## src/rtl/restador_pkg.sv

```systemverilog
// Shared types and helpers for the multi-cycle subtraction controller.
package restador_pkg;

  typedef enum logic [1:0] {
    IDLE = 2'd0,
    RUN  = 2'd1,
    DONE = 2'd2
  } state_t;

  typedef struct packed {
    logic n;
    logic z;
    logic c;
    logic v;
  } flags_t;

  // Signed overflow of a - b, judged from the MSBs of the operands and result.
  function automatic logic calc_v(input logic a_msb, input logic b_msb, input logic d_msb);
    return (a_msb ^ b_msb) & (a_msb ^ d_msb);
  endfunction

endpackage

```

## src/rtl/restador_slice.sv

```systemverilog
// Combinational N-bit subtract slice: {bout, s} = a - b - bin, computed N+1 bits wide.
module restador_slice #(
  parameter int N = 4
) (
  input  logic [N-1:0] a,
  input  logic [N-1:0] b,
  input  logic         bin,
  output logic [N-1:0] s,
  output logic         bout
);

  // The extra top bit ends up set exactly when the slice needs to borrow.
  assign {bout, s} = {1'b0, a} - {1'b0, b} - {{N{1'b0}}, bin};

endmodule

```

## src/rtl/restador_secuencial.sv

```systemverilog
// Multi-precision subtractor: one N-bit slice reused for W/N cycles, LSB slice first,
// with the borrow chained between cycles; flags match a single-shot W-bit subtractor.
module restador_secuencial
  import restador_pkg::*;
#(
  parameter int N = 4,
  parameter int W = 16
) (
  input  logic         clk,
  input  logic         rst_n,
  input  logic         start_valid,
  output logic         start_ready,
  input  logic [W-1:0] a,
  input  logic [W-1:0] b,
  input  logic         borrow_in,
  output logic         res_valid,
  input  logic         res_ready,
  output logic [W-1:0] dif,
  output logic         flag_n,
  output logic         flag_z,
  output logic         flag_c,
  output logic         flag_v,
  output logic         busy
);

  localparam int K     = W / N;
  localparam int IDX_W = (K > 1) ? $clog2(K) : 1;
  localparam logic [IDX_W-1:0] LAST = IDX_W'(K - 1);

  if ((N < 1) || ((W % N) != 0)) begin : g_bad_width
    $error("restador_secuencial: W (%0d) must be a positive multiple of N (%0d)", W, N);
  end

  state_t           state, state_nx;
  logic [IDX_W-1:0] idx;
  logic [W-1:0]     a_r, b_r, dif_acc, dif_next, dif_r;
  logic             borrow_reg, z_acc;
  flags_t           flags_r;

  logic [N-1:0]     s;
  logic             bout;
  logic             accept, last_slice;

  assign accept     = start_valid & start_ready;
  assign last_slice = (idx == LAST);

  restador_slice #(.N(N)) u_slice (
    .a    (a_r[idx*N +: N]),
    .b    (b_r[idx*N +: N]),
    .bin  (borrow_reg),
    .s    (s),
    .bout (bout)
  );

  // NOTE: sequential state uses non-blocking assignments so every register samples
  // pre-edge values, independent of the order of statements or processes.
  always_ff @(posedge clk or negedge rst_n) begin
    if (!rst_n) state <= IDLE;
    else        state <= state_nx;
  end

  // NOTE: every signal driven here gets a default first, so no path can infer a latch.
  always_comb begin
    state_nx = state;
    case (state)
      IDLE:    if (accept) state_nx = RUN;
      RUN:     if (last_slice) state_nx = DONE;
      DONE:    if (res_ready) state_nx = IDLE;
      default: state_nx = IDLE;
    endcase
  end

  // Partial difference with the current slice merged in; only published on the last slice.
  always_comb begin
    dif_next = dif_acc;
    dif_next[idx*N +: N] = s;
  end

  always_ff @(posedge clk or negedge rst_n) begin
    if (!rst_n) begin
      idx        <= '0;
      a_r        <= '0;
      b_r        <= '0;
      borrow_reg <= 1'b0;
      z_acc      <= 1'b0;
      dif_acc    <= '0;
      dif_r      <= '0;
      flags_r    <= '0;
    end else begin
      case (state)
        IDLE: begin
          if (accept) begin
            a_r        <= a;
            b_r        <= b;
            borrow_reg <= borrow_in;
            idx        <= '0;
            z_acc      <= 1'b1;
          end
        end
        RUN: begin
          dif_acc    <= dif_next;
          borrow_reg <= bout;
          z_acc      <= z_acc & (s == '0);
          if (last_slice) begin
            dif_r     <= dif_next;
            flags_r.n <= s[N-1];
            flags_r.z <= z_acc & (s == '0);
            flags_r.c <= ~bout;
            flags_r.v <= calc_v(a_r[W-1], b_r[W-1], s[N-1]);
          end else begin
            idx <= idx + IDX_W'(1);
          end
        end
        default: ;
      endcase
    end
  end

  assign start_ready = (state == IDLE);
  assign res_valid   = (state == DONE);
  assign busy        = (state != IDLE);
  assign dif         = dif_r;
  assign flag_n      = flags_r.n;
  assign flag_z      = flags_r.z;
  assign flag_c      = flags_r.c;
  assign flag_v      = flags_r.v;

endmodule

```

## config.mk

```make
export PLATFORM = sky130hd
export DESIGN_NAME = restador_secuencial
export DESIGN_NICKNAME = d
export VERILOG_FILES = /design/src/rtl/restador_pkg.sv /design/src/rtl/restador_slice.sv /design/src/rtl/restador_secuencial.sv
export SDC_FILE = /design/constraint.sdc
export NUM_CORES = 1
export LEC_CHECK = 0
export ABC_CLOCK_PERIOD_IN_PS = 8600
export CAP_MARGIN = 20
export CORE_AREA = 5 5 86 88
export DETAILED_ROUTE_END_ITERATION = 8
export DIE_AREA = 0 0 91 93
export PLACE_DENSITY = 0.94
export RECOVER_POWER = 100
export REMOVE_ABC_BUFFERS = 1
export SETUP_SLACK_MARGIN = 0.3
export SLEW_MARGIN = 20
export SYNTH_ARGS = -nofsm -noshare
export SYNTH_HDL_FRONTEND = slang
export SYNTH_SLANG_ARGS = --single-unit
```

## constraint.sdc

```tcl
create_clock -name clk -period 8.6 [get_ports clk]
set_input_delay 0.86 -clock clk [delete_from_list [all_inputs] [get_ports clk]]
set_output_delay 0.86 -clock clk [all_outputs]
set_load 0.05 [all_outputs]
```

==> results <==
- Walking the worst path, the cells encountered are buf_2 -> clkbuf_1.
- The pin count of the biggest net entering global routing is 75.
- Buffers added to address setup during post-CTS repair amount to 0.
- After detailed routing, the number of remaining DRC violations is 0.
- Across the whole layout, storage elements account for 1850 um2.
- The arrival time of the worst setup path is 3670 ps.
- The count of instances resized after the clock tree is built is 0.
- For the final database, setup skew stands at 5.02 ps.
- The final-report hold violation count is 0.
- The post-route netlist has 18.1% of its cells at a drive strength greater than 1.
- The post-layout utilization of the core is 66.7%.
- In this run the most critical hold path is launched from dif[10]$_DFFE_PN0P_.
- Setup repair after global routing left no endpoint under its margin.
- Setup violations remaining at the end of the flow were counted as 0.
- The area of the core region is 6570 um2.
- The highest net fanout along the worst path is 74.
- The routed wire length is approximately 7500 um.
- From left edge to right edge, the die measures 91 um.
- The total clock sinks is between 70 and 80.
- The headroom to the max-slew limit is -156%.
- The proportion of synthesized flip-flops having asynchronous set or reset is 100%.
- The cell count after synthesis came out at 291.
- The die covers 8460 um2.
- The count of flip-flops with a built-in enable after synthesis is 0.
- STA classifies the critical path startpoint as an input port.
- The number of warnings printed during yosys synthesis is 0.
- During I/O placement, the number of pins put on the boundary was 60.
- The TritonCTS clock tree is done.
- In the post-route analysis, the smallest setup slack over all paths is 4520 ps.
- The count of standard-cell rows is 30.
- The sum of negative setup slack is 0 ps.
- The effective utilization at floorplan is 54.4%.
- On the critical path the largest part of the delay comes from buffers and inverters.
- The count of buffers inserted at the top-level ports is 59.
- The detailed-route wire length per cell is 17.3 um.
- The longest individual stage delay on the worst path is 2700 ps.
- The CTS clock-pin slew for the worst setup and hold paths is roughly 80 ps.
- The initial antenna violation count is 0.
- The min-delay analysis places its worst path in the category register to register.
- With fillers left out, the area of the finished cells amounts to ~4400 um2.
- The critical path capture point type is an async pin.
- The post-synthesis average cell area is 12.3 um2.
- The clock tree buffer depth is 2.
- The antenna diode count is 0.
- The synthesized area is around 3600 um2.
- Prior to clock tree synthesis, the placed netlist has a worst setup slack of 4970 ps.
- The routed design could run at a clock period as short as 4080 ps.
- At the end of the flow, the number of nets in the layout was 398.
- Once detail routing completed, the nets flagged for antenna violations numbered 0.
- The later pin in the worst-skew pair is clocked with a latency of between 300 and 400 ps.
- Global routing used 19.0% of the available tracks across all layers.
- The biggest area contributor in the post-synthesis netlist is dfrtp_1.
- The cell with the largest stage delay on the worst path is clkbuf_1.
- The worst hold path passes through 2 cells.
- The first global-routing pass estimated around 13,000 um of wire.
- The CTS buffer count is 9.
- The top cell type's share of synthesized area is 51.8%.
- Counting both buffers and inverters, the worst setup path holds a total of 2.
- The depth of the worst register-to-register path is 8.
- Detailed placement ended at an HPWL of 5270 um.
- The detailed router finished its first iteration with 190 violations.
- In this run the clock root is driven by a clkbuf_8.
- The checks that failed: max-capacitance violations, max-slew violations.
- Yosys mapped the design onto 42 distinct sky130hd cell types.
- In this run the critical register-to-register path is launched from idx[0]$_DFFE_PN0P_.
- The number of fill cells is 470.
- At the pin with the least slew margin, the transition time is roughly 3800 ps.
- The area growth from synthesis to layout is 22.6%.
- In the finished design, the share of the clock period the worst path needs comes to 47.5%.
- The final-report max-slew violation count is 110.
- For this run, the detailed router's first-pass iteration total came to 4.
- For this block, the via count after detailed routing is 2,461.
- The sequential-to-total area share from yosys stat is 51.8%.
- For this run the aggregate overflow at the end of global routing stands at 0.
- In this run the vertical extent of the chip is 93 um.
- Sorting the synthesized cells by area gives the leading types as dfrtp_1 52%, mux2_2 11%, mux4_2 4.4%.
- The max capacitance violation total is 3.
- The run finished, with violations left.
- The via count of the first global-routing pass came to between 2,000 and 3,000.
- The most used flip-flop cell after synthesis is dfrtp_1.
- CTS built an H-tree with a depth of 3.
- Once placement finished, the instance area stood at 4210 um2.
- The number of vias per cell is 5.67.
- The category of the critical setup timing path is input port to async pin.
- The setup slack of the most critical reg-to-reg path is a little under 5000 ps.
- Buffers inserted to repair hold after CTS numbered 0.
- At the worst endpoint, the required time is 8180 ps.
- The worst min-delay path endpoint is dif[10]$_DFFE_PN0P_.
- The number of synthesized register bits is 74.
- The multi-input combinational cells in the finished layout cover a total of about 1600 um2.
- Based on the critical path, the design can be clocked at up to 245 MHz.
- The reg-to-reg endpoint is flag_n$_DFFE_PN0P_.
- The last weighted congestion value of the routability-driven placer is 0.789.
## cell usage after synthesis, types with 3 or more instances
| master | count |
|---|---|
| mux2_2 | 35 |
| nand2b_1 | 4 |
| buf_2 | 6 |
| a22o_1 | 4 |
| nor2b_1 | 18 |
| nor2_1 | 4 |
| clkbuf_1 | 8 |
| a41oi_1 | 4 |
| nand2_1 | 25 |
| mux2i_1 | 3 |
| o21ai_0 | 13 |
| dfrtp_1 | 74 |
| a21oi_1 | 15 |
| ha_1 | 10 |
| o21ai_1 | 7 |
| mux4_2 | 7 |
| inv_1 | 13 |
| a32o_1 | 12 |
## cells in the final DEF, fill, tap and decap left out, types with 3 or more instances in the layout
cell              n
inv_1            13
clkdlybuf4s50_1  34
dfrtp_1          74
nand2_1          25
mux2_2           34
nor2b_1          18
ha_1             10
mux4_2            7
clkinv_2          3
a22o_1            4
mux2i_1           3
o21ai_0          20
a21oi_1          15
a41oi_1           4
nor2_1            4
clkbuf_8         11
dlygate4sd3_1    24
nand2b_1          4
buf_4             3
a32o_1           12
## area by class of cell
class | count | share of cell area [%]
Timing Repair Buffer | 64 | 14.1
Clock buffer | 11 | 3.46
Sequential cell | 74 | 42.3
Tap cell | 80 | 2.29
Inverter | 13 | 1.11
Clock inverter | 5 | 1.20
Multi-Input combinational cell | 187 | 35.6
## how the worst max path moves through the flow
| stage | from | to | slack (ps) | cells after the start |
|---|---|---|---|---|
| 2_1_floorplan | idx[0]$_DFFE_PN0P_ | flag_z$_DFFE_PN0P_ | 5280 | 6 |
| 3_3_place_gp | idx[0]$_DFFE_PN0P_ | flag_z$_DFFE_PN0P_ | 5060 | 6 |
| 3_5_place_dp | idx[0]$_DFFE_PN0P_ | flag_z$_DFFE_PN0P_ | 4970 | 6 |
| 4_1_cts | idx[0]$_DFFE_PN0P_ | flag_z$_DFFE_PN0P_ | 4950 | 6 |
| 5_1_grt | rst_n | dif[5]$_DFFE_PN0P_ | 3660 | 2 |
| 6_report | rst_n | dif_acc[9]$_DFFE_PN0P_ | 4520 | 2 |
## tightest hold or removal path: stages (launching register included)
cell     delay (ps)
dfrtp_1         340
nand2_1          50
o21ai_0          60
## layer usage
layer  vias to the layer above  wire, um  global-route usage, %  share of wire [%]
met5                         -         0                      0                  0
met4                         0       212                   10.3                2.8
met3                        18       400                   4.02                5.3
met2                        75      3930                   32.4                 52
met1                      1206      2970                   22.4                 40
li1                       1162         -                      -                  -
## cells by family (layout without fill, tap and decap cells)
kind of cell	count (synthesis)	count (layout)	synth area share (%)
mux	45	45	16.3
buf+inv	30	93	3.68
flops	74	74	51.8
xor+xnor	2	2	0.490
fa+ha+maj	12	12	4.62
compound gates	60	60	12.1
simple gates	68	68	11.0
## stage by stage
| stage | cells | hold slack, ps |
|---|---|---|
| 6_report | 434 | 478 |
| 5_1_grt | 434 | 497 |
| 4_1_cts | 434 | 493 |
| 3_5_place_dp | 418 | 474 |
| 3_3_place_gp | 418 | 460 |
| 2_1_floorplan | 274 | 458 |
Power is not shown: default switching activity piles up to over one toggle a cycle in this logic, so the estimate is an artifact.
